==> src/rtl/uart_tx_arbiter.sv <==
// uart_tx_arbiter
//   Shares one UART transmitter between NUM_REQ byte requesters. Requesters
//   are served round-robin. A packet lock keeps the grant on one requester
//   until the byte marked req_last has been accepted. Each byte is issued to
//   the transmitter with a one-cycle tx_data_valid pulse. The arbiter then
//   waits for tx_busy to rise, and then to fall, before the next selection.
//   If tx_busy does not rise within ACK_TIMEOUT cycles, the sticky
//   timeout_err flag is set and the lock is dropped.
//
// Ports
//   clk              : clock; all logic runs on its rising edge
//   reset            : asynchronous, active-low reset
//   req_valid        : per-requester byte available
//   req_data         : requester i byte at [i*DATA_WIDTH +: DATA_WIDTH]
//   req_last         : per-requester "final byte of packet" marker
//   req_ready        : one-hot acceptance strobe (combinational, IDLE only)
//   tx_data_valid    : one-cycle issue pulse to the transmitter
//   tx_parallel_data : byte to the transmitter, held until the next acceptance
//   tx_busy          : transmitter busy
//   grant_id         : current or last granted requester
//   locked           : packet lock active
//   timeout_err      : sticky flag; the transmitter failed to start
module uart_tx_arbiter #(
    parameter int NUM_REQ     = 4,
    parameter int DATA_WIDTH  = 8,
    parameter int ACK_TIMEOUT = 15
) (
    input  logic                          clk,
    input  logic                          reset,
    input  logic [NUM_REQ-1:0]            req_valid,
    input  logic [NUM_REQ*DATA_WIDTH-1:0] req_data,
    input  logic [NUM_REQ-1:0]            req_last,
    output logic [NUM_REQ-1:0]            req_ready,
    output logic                          tx_data_valid,
    output logic [DATA_WIDTH-1:0]         tx_parallel_data,
    input  logic                          tx_busy,
    output logic [$clog2(NUM_REQ)-1:0]    grant_id,
    output logic                          locked,
    output logic                          timeout_err
);

    localparam int          GW = $clog2(NUM_REQ);
    localparam int          CW = $clog2(ACK_TIMEOUT + 1);
    localparam int unsigned NR = NUM_REQ;
    localparam logic [GW-1:0] LAST_ID  = GW'(NUM_REQ - 1);
    localparam logic [CW-1:0] ACK_LAST = CW'(ACK_TIMEOUT - 1);

    typedef enum logic [1:0] {
        IDLE,
        ISSUE,
        WAIT_ACK,
        WAIT_DONE
    } state_t;

    state_t                state;
    logic [CW-1:0]         ack_cnt;
    logic [DATA_WIDTH-1:0] req_bytes [NUM_REQ];
    logic                  sel_found;
    logic [GW-1:0]         sel_idx;
    logic [GW-1:0]         cand;
    logic                  accept;

    for (genvar g = 0; g < NUM_REQ; g++) begin : g_unpack
        assign req_bytes[g] = req_data[g*DATA_WIDTH +: DATA_WIDTH];
    end

    // While locked, only the holder may be selected. Otherwise the search
    // starts one past the last grant, so the last grant is tried last.
    always_comb begin
        sel_found = 1'b0;
        sel_idx   = grant_id;
        cand      = grant_id;
        if (locked) begin
            sel_found = req_valid[grant_id];
        end else begin
            for (int unsigned k = 1; k <= NR; k++) begin
                cand = GW'((32'(grant_id) + k) % NR);
                if (!sel_found && req_valid[cand]) begin
                    sel_found = 1'b1;
                    sel_idx   = cand;
                end
            end
        end
    end

    // Acceptance is the handshake cycle itself. req_ready must be visible in
    // that cycle, so it is decoded from the state rather than registered.
    assign accept = reset && (state == IDLE) && !tx_busy && sel_found;

    always_comb begin
        req_ready = '0;
        if (accept) begin
            req_ready[sel_idx] = 1'b1;
        end
    end

    always_ff @(posedge clk or negedge reset) begin
        if (!reset) begin
            state            <= IDLE;
            ack_cnt          <= '0;
            tx_data_valid    <= 1'b0;
            tx_parallel_data <= '0;
            grant_id         <= LAST_ID;
            locked           <= 1'b0;
            timeout_err      <= 1'b0;
        end else begin
            tx_data_valid <= 1'b0;
            case (state)
                IDLE: begin
                    if (accept) begin
                        tx_parallel_data <= req_bytes[sel_idx];
                        grant_id         <= sel_idx;
                        locked           <= !req_last[sel_idx];
                        tx_data_valid    <= 1'b1;
                        state            <= ISSUE;
                    end
                end
                ISSUE: begin
                    ack_cnt <= '0;
                    state   <= WAIT_ACK;
                end
                WAIT_ACK: begin
                    if (tx_busy) begin
                        state <= WAIT_DONE;
                    end else if (ack_cnt == ACK_LAST) begin
                        timeout_err <= 1'b1;
                        locked      <= 1'b0;
                        state       <= IDLE;
                    end else begin
                        ack_cnt <= ack_cnt + CW'(1);
                    end
                end
                WAIT_DONE: begin
                    if (!tx_busy) begin
                        state <= IDLE;
                    end
                end
                default: state <= IDLE;
            endcase
        end
    end

endmodule

==> config.mk <==
export PLATFORM = sky130hd
export DESIGN_NAME = uart_tx_arbiter
export DESIGN_NICKNAME = d
export VERILOG_FILES = /design/src/rtl/uart_tx_arbiter.sv
export SDC_FILE = /design/constraint.sdc
export NUM_CORES = 1
export LEC_CHECK = 0
export ABC_AREA = 1
export CORE_UTILIZATION = 43
export DETAILED_ROUTE_END_ITERATION = 8
export HOLD_SLACK_MARGIN = 0.05
export PLACE_DENSITY = 0.84
export SLEW_MARGIN = 20
export SYNTH_ARGS = -nofsm -noshare
export SYNTH_HDL_FRONTEND = slang
export SYNTH_SLANG_ARGS = --single-unit
==> constraint.sdc <==
create_clock -name clk -period 2.8 [get_ports clk]
set_input_delay 0.56 -clock clk [delete_from_list [all_inputs] [get_ports clk]]
set_output_delay 0.56 -clock clk [all_outputs]
set_load 0.01 [all_outputs]
==> impl_metrics.py, run 1 <==
metrics = {
    "status": {
        "status": "finished clean",
    },
    "sta": {
        "fmax_ghz": 0.367,
        "setup_slack_ns": 0.0730,
        "setup_viol": 0,
        "slew_headroom": 0.824,
        "hold_violations": 0,
        "timing.hold.ws_ns": 0.465,
        "finalCritPeriodShare": 0.974,
        "period_needed_ns": 2.73,
        "worst_pin_slew_ns": 0.262,
        "drv_slew": 0,
        "finClkSkew_ns": 0.00108,
    },
    "grt": {
        "antenna_found_initial": 0,
        "grt_pass1_wl_um": 6380,
        "grt_max_degree": 20,
        "grt_usage": 0.235,
        "overflow": 0,
        "grt_pass1_vias": 1522,
    },
    "finish": {
        "antennaDiodeCount": 0,
        "nets": 354,
        "fillers": 275,
        "drive_above_1_share": 0.214,
        "layout.cells.non_filler": 352,
        "fin_util": 0.735,
        "flow.area_growth_from_synthesis_pct": 56.1,
    },
    "clock_network": {
        "cts_sinks": 19,
        "cts_tree": "done",
        "cts_buffers": 3,
        "clk_path_buf_depth": 2,
        "cts.clk_slew.worst_paths_ns": 0.10,
        "htreeDepth": 1,
        "holdBufCountCts": 0,
        "clock_latency_ns": 0.29,
        "root_buffer": "clkbuf_4",
    },
    "floorplan": {
        "dieWidth_um": 60.7,
        "die_y_um": 60.7,
        "ios": 60,
        "core_mm2": 0.00315,
        "die-area_mm2": 0.00369,
        "initial_core_util": 0.471,
        "row_count": 20,
    },
    "synthesis": {
        "synth.ff_latch_count": 19,
        "synth.yosys.seq_area_share": 0.322,
        "syn_avg_cell_area_um2": 6.42,
        "syn-num-nets": 276,
        "synth_area_mm2": 0.00148,
        "synth_warnings": 0,
        "synth_cell_types": 26,
        "synthCells": 231,
    },
    "critical_path": {
        "crit_fanout": 4,
        "startpoint_type": "input pin",
        "required_ns": 2.24,
        "cp.arrival_ns": 2.17,
        "rrSetupSlack_ns": 0.62,
        "critical_path_class": "input pin to output pin",
        "reg2regPathDepth": 17,
        "crit_path_end": "req_ready[0]",
        "r2r-end": "locked",
        "r2r-start": "grant_id[0]",
        "end_kind": "output pin",
        "cp-startpoint": "req_valid[0]",
    },
    "power_and_ir_drop": {
        "powerDensity_mw_per_mm2": 1190,
        "power_uw": 2760,
        "ir_drop_mv": 0.531,
        "leakagePower_uw": 0.00120,
    },
    "detailed_routing": {
        "drtIter0Drc": 40,
        "wl_per_cell_um": 11.5,
        "route.detailed.drc": 0,
        "num_vias": 1729,
        "drtAntennaViolNets": 0,
        "first_pass_iters": 4,
        "viasPerCell": 4.91,
        "wl_um": 4030,
    },
    "job": {
        "max_cap_violations": 0,
    },
    "place": {
        "dp_hpwl_um": 3140,
        "port_buffers": 59,
        "dp_cells": 343,
        "pre_cts_slack_ns": -0.364,
        "place.gp.congestion": 0.887,
    },
    "hold_path": {
        "hold_class": "flip-flop to flip-flop",
    },
}
area by class of cell:
class | instances | area (um2) | share of cell area
Multi-Input combinational cell | 171 | 871 | 0.376
Timing Repair Buffer | 82 | 761 | 0.328
Clock buffer | 4 | 26.3 | 0.0113
Tap cell | 44 | 55.1 | 0.0238
Inverter | 32 | 125 | 0.0540
Sequential cell | 19 | 478 | 0.206
what timing repair did:
| item | in CTS | in global routing |
|---|---|---|
| endpoints found under the setup margin | 4 | 4 |
| setup buffers | 0 | 5 |
| pin swaps | 0 | 5 |
| gates cloned | 0 | 0 |
| resized for setup | 16 | 17 |
kinds of logic (layout without fill, tap and decap cells):
logic type / after synthesis / count (layout) / share of synthesized area
simple gates: 154 / 154 / 0.479
fa+ha+maj: 2 / 2 / 0.0169
buf+inv: 41 / 118 / 0.125
compound gates: 14 / 14 / 0.0514
xor+xnor: 1 / 1 / 0.00590
flops: 19 / 19 / 0.322
cell usage in the layout (no fill, tap or decap), drive strengths merged:
cell type and n:
dfstp 2, inv 32, dlymetal6s2s 2, o21ai 8
buf 27, clkbuf 4, nand3 39, nand4 8
nand2 94, nor3 2, dfrtp 17, nand3b 1
nor2 9, a21o 1, xor2 1, a21oi 5
clkdlybuf4s50 53, and2 1, ha 2
how the worst min path moves through the flow:
stage	start	end	cells past startpoint
4_1_cts	timeout_err	timeout_err	1
3_3_place_gp	timeout_err	timeout_err	1
2_1_floorplan	reset	ack_cnt[0]	0
5_1_grt	timeout_err	timeout_err	1
6_report	timeout_err	timeout_err	1
3_5_place_dp	timeout_err	timeout_err	1
flip-flops by register name (all words and copies together), names as in the netlist:
| signal | flops |
|---|---|
| state | 2 |
| locked | 1 |
| tx_data_valid | 1 |
| tx_parallel_data | 8 |
| ack_cnt | 4 |
| timeout_err | 1 |
| grant_id | 2 |
synthesized netlist by cell type:
master	number	area share
ha_1	2	0.017
o21ai_1	1	0.0034
a21o_1	1	0.0051
dfrtp_1	17	0.29
inv_1	27	0.068
dfstp_2	2	0.035
nand4_1	8	0.034
nor2_1	9	0.023
a21oi_2	1	0.0059
nand2_2	12	0.051
nand3_1	37	0.12
buf_4	2	0.010
buf_6	2	0.015
nand3b_1	1	0.0051
clkbuf_1	2	0.0051
nand2_1	80	0.20
a21oi_1	4	0.013
xor2_1	1	0.0059
o21ai_0	7	0.024
and2_1	1	0.0042
nor3_1	2	0.0067
inv_2	3	0.0076
nand3_2	2	0.013
buf_2	3	0.010
nand2_4	2	0.015
inv_4	2	0.0084
metal layers:
metal	global-route usage	up-vias	part of all wire
met4	0.0779	0	0.027
met2	0.405	71	0.48
li1	-	881	-
met3	0.0725	10	0.067
met5	0	-	0
met1	0.279	767	0.42
worst max-delay path, stage by stage:
cell and delay, ns:
clkdlybuf4s50_1 0.49, nand2_1 0.07, nand2_2 0.11, nand2_1 0.07, nand2_1 0.08, nand2_1 0.06
nand2_2 0.07, nand3_2 0.11, nand2_4 0.12, inv_4 0.05, nor3_2 0.19, buf_2 0.17
power breakdown:
group          leakage, uW  switching (uW)  internal [uW]
logic             0.000946            1200            930
registers         0.000242             104            394
clock network    0.0000150            79.1           55.5
stage by stage:
| stage | area [um2] | TNS, ns |
|---|---|---|
| after floorplan | 1480 | 0 |
| after global placement | 2220 | -1.21 |
| after detailed placement | 2220 | -1.33 |
| after CTS | 2250 | -0.00114 |
| after global routing | 2320 | -0.0127 |
| final | 2320 | 0 |
Note: power is estimated with default switching activity, not from simulation.
==> inputs of run 2 (changes only) <==
--- a/config.mk
+++ b/config.mk
@@ -6,10 +6,10 @@
 export NUM_CORES = 1
 export LEC_CHECK = 0
 export ABC_AREA = 1
-export CORE_UTILIZATION = 43
+export CORE_UTILIZATION = 27
 export DETAILED_ROUTE_END_ITERATION = 8
 export HOLD_SLACK_MARGIN = 0.05
-export PLACE_DENSITY = 0.84
+export PLACE_DENSITY = 0.6
 export SLEW_MARGIN = 20
 export SYNTH_ARGS = -nofsm -noshare
 export SYNTH_HDL_FRONTEND = slang
==> constraint.sdc (replaced) <==
create_clock -name clk -period 2.5 [get_ports clk]
set_input_delay 0.5 -clock clk [delete_from_list [all_inputs] [get_ports clk]]
set_output_delay 0.5 -clock clk [all_outputs]
set_load 0.01 [all_outputs]
==> run 2 against run 1 <==
Compared with the run above:
- the run now ends with setup timing left
- clock power grew 54%
- register-to-register slack worse by 0.47 ns
- via count shrank 2.0%
- critical path type is now flip-flop to output pin
- critical endpoint unchanged
==> impl_metrics.py, run 2 (same netlist as run 1, synthesis figures left out) <==
metrics = {
    "status": {
        "status": "finished with violations",
        "violations": "setup timing",
    },
    "sta": {
        "setup_slack_ns": -0.0507,
        "timing.hold.ws_ns": 0.466,
        "slew_headroom": 0.830,
        "hold_violations": 0,
        "worst_pin_slew_ns": 0.253,
        "fin_tns_setup_ns": -0.0830,
        "period_needed_ns": 2.55,
        "finalCritPeriodShare": 1.02,
        "drv_slew": 0,
        "fmax_ghz": 0.392,
        "finClkSkew_ns": 0.00681,
        "rsz0062_at_grt": "yes",
        "setup_viol": 3,
    },
    "place": {
        "place.gp.congestion": 0.838,
        "dp_hpwl_um": 3210,
        "dp_cells": 373,
        "port_buffers": 59,
    },
    "floorplan": {
        "die-area_mm2": 0.00580,
        "ios": 60,
        "die_y_um": 76.1,
        "initial_core_util": 0.285,
        "dieWidth_um": 76.1,
        "row_count": 26,
        "core_mm2": 0.00520,
    },
    "clock_network": {
        "cts_sinks": 19,
        "clk_path_buf_depth": 2,
        "cts.clk_slew.worst_paths_ns": 0.07,
        "htreeDepth": 1,
        "clock_latency_ns": 0.25,
        "cts_buffers": 3,
        "root_buffer": "clkbuf_8",
        "cts_tree": "done",
    },
    "finish": {
        "final_common_cell": "nand2_1",
        "final_cell_mix": "71 x nand2_1, 51 x clkdlybuf4s50_1, 36 x nand3_1, 29 x buf_4, 27 x inv_1",
        "layout.cells.non_filler": 384,
        "largest_reg_flops": 8,
        "top_register": "tx_parallel_data",
        "flow.area_growth_from_synthesis_pct": 63.6,
        "drive_above_1_share": 0.239,
        "fillers": 560,
        "reg_top3": "tx_parallel_data x8, ack_cnt x4",
        "nets": 360,
        "antennaDiodeCount": 0,
    },
    "critical_path": {
        "path_common_cell": "nand2_4",
        "cpLargestDelayFamily": "simple AND/OR/NAND/NOR gates",
        "crit_fanout": 8,
        "cp.depth": 13,
        "end_kind": "output pin",
        "critical_path_class": "flip-flop to output pin",
        "slowest_stage": "dfstp_2",
        "cp.arrival_ns": 2.05,
        "reg2regPathDepth": 18,
        "path_cells": "inv_4 -> nand2_2 -> nand3_2 -> nand2_4 -> nand2_2 -> nand2_4 -> nand2_4 -> nand2_1 -> nand2_2 -> nand2_4 -> inv_4 -> nor3_4 -> buf_2",
        "crit_buf_inv": 3,
        "startpoint_type": "flip-flop",
        "cp_slowest_stage_delay_ns": 0.64,
        "required_ns": 2.00,
    },
    "grt": {
        "grt_pass1_wl_um": 6980,
        "overflow": 0,
        "grt_usage": 0.146,
        "grt_pass1_vias": 1583,
        "grt_max_degree": 20,
        "antenna_found_initial": 0,
    },
    "power_and_ir_drop": {
        "combPwrFrac": 0.766,
        "pwr-share-seq": 0.171,
        "power_uw": 3290,
        "clkPwrFrac": 0.063,
        "powerDensity_mw_per_mm2": 1350,
        "switching_share": 0.504,
        "ir_drop_mv": 0.503,
        "leakagePower_uw": 0.00123,
        "p_int_uw": 1630,
        "p_sw_uw": 1660,
    },
    "detailed_routing": {
        "num_vias": 1694,
        "wl_um": 4210,
        "route.detailed.drc": 0,
        "viasPerCell": 4.41,
        "drtIter0Drc": 48,
        "drtAntennaViolNets": 0,
        "first_pass_iters": 4,
        "wl_per_cell_um": 11.0,
    },
    "job": {
        "max_cap_violations": 0,
    },
    "hold_path": {
        "hold_depth": 1,
        "hold_class": "flip-flop to flip-flop",
    },
}
## run 2: cell types whose count changed in the layout (fill, tap and decap cells not counted), sizes merged
cell,delta
dlymetal6s2s,-2
clkdlybuf4s50,-2
clkinv,+1
dlygate4sd2,+4
clkbuf,-1
buf,+6
## run 2: per-layer routing
layer	GRT usage	share of wire
met1	0.192	0.48
met2	0.235	0.45
met3	0.0347	0.055
met4	0.0500	0.013
met5	0	0
## run 2: path summary, 6_finish.rpt
path	startpoint	endpoint	slack, ns
worst max-delay path	grant_id[0]	req_ready[0]	-0.05
worst min register to register	timeout_err	timeout_err	0.47
min in group asynchronous	reset	tx_parallel_data[5]	0.62
max in group asynchronous	reset	grant_id[1]	1.62
worst max register to register	grant_id[0]	locked	0.15
worst min-delay path	timeout_err	timeout_err	0.47
## run 2: metrics by stage
stage | cell area (um2) | setup WS [ns] | util
after floorplan | 1480 | 0.186 | -
after global placement | 2270 | -0.574 | 0.436
after detailed placement | 2270 | -0.580 | 0.436
after CTS | 2370 | -0.0487 | 0.455
after global routing | 2430 | -0.186 | 0.466
final | 2430 | -0.0507 | 0.466
## run 2: repair_timing
item                                    CTS  global route
hold buffers                              0             0
pin swaps                                 8             2
endpoints found under the setup margin    4             4
setup buffers                             4             3
resized for setup                        33            10
## run 2: power by group through the flow
stage / Sequential (uW) / Combinational, uW / Clock, uW
floorplan: 569 / 1420 / 0
global route: 584 / 2810 / 227
CTS: 560 / 2370 / 216
detailed placement: 567 / 2190 / 0
finish: 563 / 2520 / 208
global placement: 567 / 2180 / 0
## run 2: final cells by class
class | instances | area (um2) | area share
Clock inverter | 1 | 5.00 | 0.00206
Timing Repair Buffer | 88 | 783 | 0.323
Multi-Input combinational cell | 171 | 905 | 0.373
Clock buffer | 3 | 41.3 | 0.0170
Tap cell | 70 | 87.6 | 0.0361
Inverter | 32 | 128 | 0.0526
Sequential cell | 19 | 478 | 0.197
==> inputs of run 3 (changes only) <==
--- a/config.mk
+++ b/config.mk
@@ -6,6 +6,7 @@
 export NUM_CORES = 1
 export LEC_CHECK = 0
 export ABC_AREA = 1
+export CORE_ASPECT_RATIO = 1.4
 export CORE_UTILIZATION = 27
 export DETAILED_ROUTE_END_ITERATION = 8
 export HOLD_SLACK_MARGIN = 0.05
@@ -14,3 +15,4 @@
 export SYNTH_ARGS = -nofsm -noshare
 export SYNTH_HDL_FRONTEND = slang
 export SYNTH_SLANG_ARGS = --single-unit
+export TNS_END_PERCENT = 5
==> run 3 against run 2 <==
Compared with the run above:
- first-iteration DRC count is 4.2% lower
- highest routed layer unchanged
- power fell by 5.1%
- the flow still finishes with violations (setup timing)
- largest cell class unchanged
- global-route usage grew 0.53 points
- largest power group unchanged
- clock skew decreased by 0.0053 ns
- critical endpoint is now req_ready[1]
- final cell count decreased by 2.3%
==> impl_metrics.py, run 3 (same netlist as run 1, synthesis figures left out) <==
metrics = {
    "critical_path": {
        "r2r-end": "locked",
        "crit_fanout": 7,
        "slowest_stage": "dfstp_2",
        "required_ns": 2.00,
        "path_cells": "buf_4 -> nand2_1 -> nand2_1 -> nand2_1 -> nand2_1 -> nand2_1 -> nand2_2 -> nand2_2 -> nand2_2 -> nand2_2 -> inv_4 -> nand2_1 -> nor2_2 -> buf_2",
        "cp_slowest_stage_delay_ns": 0.63,
        "r2r-start": "grant_id[0]",
        "cp.depth": 14,
        "crit_buf_inv": 3,
        "cp.arrival_ns": 2.06,
        "end_kind": "output pin",
        "path_common_cell": "nand2_1",
        "critical_path_class": "flip-flop to output pin",
        "rrSetupSlack_ns": 0.22,
        "startpoint_type": "flip-flop",
        "cpLargestDelayFamily": "simple AND/OR/NAND/NOR gates",
        "reg2regPathDepth": 17,
    },
    "sta": {
        "setup_slack_ns": -0.0578,
        "finalCritPeriodShare": 1.02,
        "fmax_ghz": 0.391,
        "period_needed_ns": 2.56,
        "finClkSkew_ns": 0.00155,
        "setup_viol": 4,
        "worst_pin_slew_ns": 0.248,
        "drv_slew": 0,
        "hold_violations": 0,
        "slew_headroom": 0.833,
        "rsz0062_at_grt": "yes",
    },
    "hold_path": {
        "hold_class": "flip-flop to flip-flop",
        "holdCritStartpoint": "timeout_err",
        "hold_depth": 1,
        "min_to": "timeout_err",
    },
    "finish": {
        "reg_top3": "tx_parallel_data x8, ack_cnt x4",
        "top_register": "tx_parallel_data",
        "final_cell_mix": "74 x nand2_1, 51 x clkdlybuf4s50_1, 36 x nand3_1, 27 x inv_1, 24 x buf_4",
        "fillers": 596,
        "largest_reg_flops": 8,
        "antennaDiodeCount": 0,
        "drive_above_1_share": 0.217,
        "nets": 355,
        "multiInputGateArea_um2": 868,
        "seq_area_um2": 478,
        "flow.area_growth_from_synthesis_pct": 58.0,
        "final_common_cell": "nand2_1",
    },
    "clock_network": {
        "clock_latency_ns": 0.25,
        "htreeDepth": 1,
        "cts_sinks": 19,
        "clk_path_buf_depth": 2,
        "cts_tree": "done",
        "root_buffer": "clkbuf_8",
        "cts_buffers": 3,
        "cts.clk_slew.worst_paths_ns": 0.07,
    },
    "detailed_routing": {
        "route.detailed.drc": 0,
        "drtAntennaViolNets": 0,
        "viasPerCell": 4.47,
        "wl_um": 4250,
        "first_pass_iters": 4,
        "wl_per_cell_um": 11.3,
        "num_vias": 1678,
        "drtIter0Drc": 46,
    },
    "status": {
        "status": "finished with violations",
        "violations": "setup timing",
    },
    "grt": {
        "grt_pass1_vias": 1581,
        "grt_max_degree": 20,
        "grt_usage": 0.152,
        "antenna_found_initial": 0,
        "overflow": 0,
        "grt_pass1_wl_um": 7070,
    },
    "floorplan": {
        "initial_core_util": 0.283,
        "core_mm2": 0.00524,
        "die-area_mm2": 0.00580,
        "dieWidth_um": 64.7,
        "die_y_um": 89.7,
        "ios": 60,
        "row_count": 31,
    },
    "power_and_ir_drop": {
        "power_uw": 3120,
        "ir_drop_mv": 0.787,
        "leakagePower_uw": 0.00119,
        "powerDensity_mw_per_mm2": 1330,
    },
    "place": {
        "port_buffers": 59,
        "pre_cts_slack_ns": -0.573,
        "place.gp.congestion": 0.807,
        "dp_hpwl_um": 3260,
    },
    "job": {
        "max_cap_violations": 0,
    },
}
## run 3: area by class of cell
class | count | area share
sequential | 19 | 0.204
inverter | 32 | 0.0534
clock buffer | 4 | 0.0192
multi-input combinational | 171 | 0.370
timing repair buffer | 83 | 0.318
tap | 66 | 0.0352
## run 3: report_power, final
group / total (uW) / internal, uW / switching (uW)
combinational: 2340 / 988 / 1350
clock: 213 / 113 / 99.9
sequential: 565 / 442 / 123
## run 3: worst register-to-register path, cell delays in order, from the launching register on
cell     delay [ns]
dfstp_2        0.63
inv_4          0.09
nand2_2        0.08
nand3_2        0.10
nand2_4        0.10
nand2_2        0.07
nand2_4        0.10
nand2_4        0.06
nand2_1        0.05
inv_1          0.03
nand2_1        0.07
nand2_2        0.10
buf_4          0.15
buf_4          0.17
inv_2          0.15
nand2_1        0.08
nand3_1        0.10
nand2_1        0.06
## run 3: how the worst max path moves through the flow
stage / startpoint / to / slack (ns)
2_1_floorplan: grant_id[0] / req_ready[0] / 0.19
3_3_place_gp: req_valid[1] / req_ready[0] / -0.50
4_1_cts: grant_id[0] / req_ready[1] / -0.05
3_5_place_dp: req_valid[1] / req_ready[0] / -0.57
6_report: grant_id[0] / req_ready[1] / -0.06
5_1_grt: grant_id[0] / req_ready[1] / -0.19
## run 3: through the flow
| stage | cells | utilization | TNS [ns] | cell area, um2 | hold slack (ns) |
|---|---|---|---|---|---|
| after floorplan | 231 | - | 0 | 1480 | 0.204 |
| after global placement | 365 | 0.426 | -1.97 | 2230 | 0.439 |
| after detailed placement | 365 | 0.426 | -2.10 | 2230 | 0.460 |
| after CTS | 374 | 0.445 | -0.159 | 2330 | 0.476 |
| after global routing | 375 | 0.448 | -0.682 | 2340 | 0.488 |
| final | 375 | 0.448 | -0.164 | 2340 | 0.463 |
## run 3: timing repair
item / 4_1_cts / 5_1_grt
gates resized for setup: 34 / 1
hold buffers: 0 / 0
endpoints found under the setup margin: 4 / 4
setup buffers: 5 / 1
endpoints found under the hold margin: 0 / 0
pin swaps: 11 / 1
## run 3: layer usage
layer	vias to the layer above	track usage	wire length, um
met5	-	0	0
met4	0	0.0389	27
met3	2	0.0152	154
met2	36	0.274	2230
met1	752	0.187	1850
li1	888	-	-
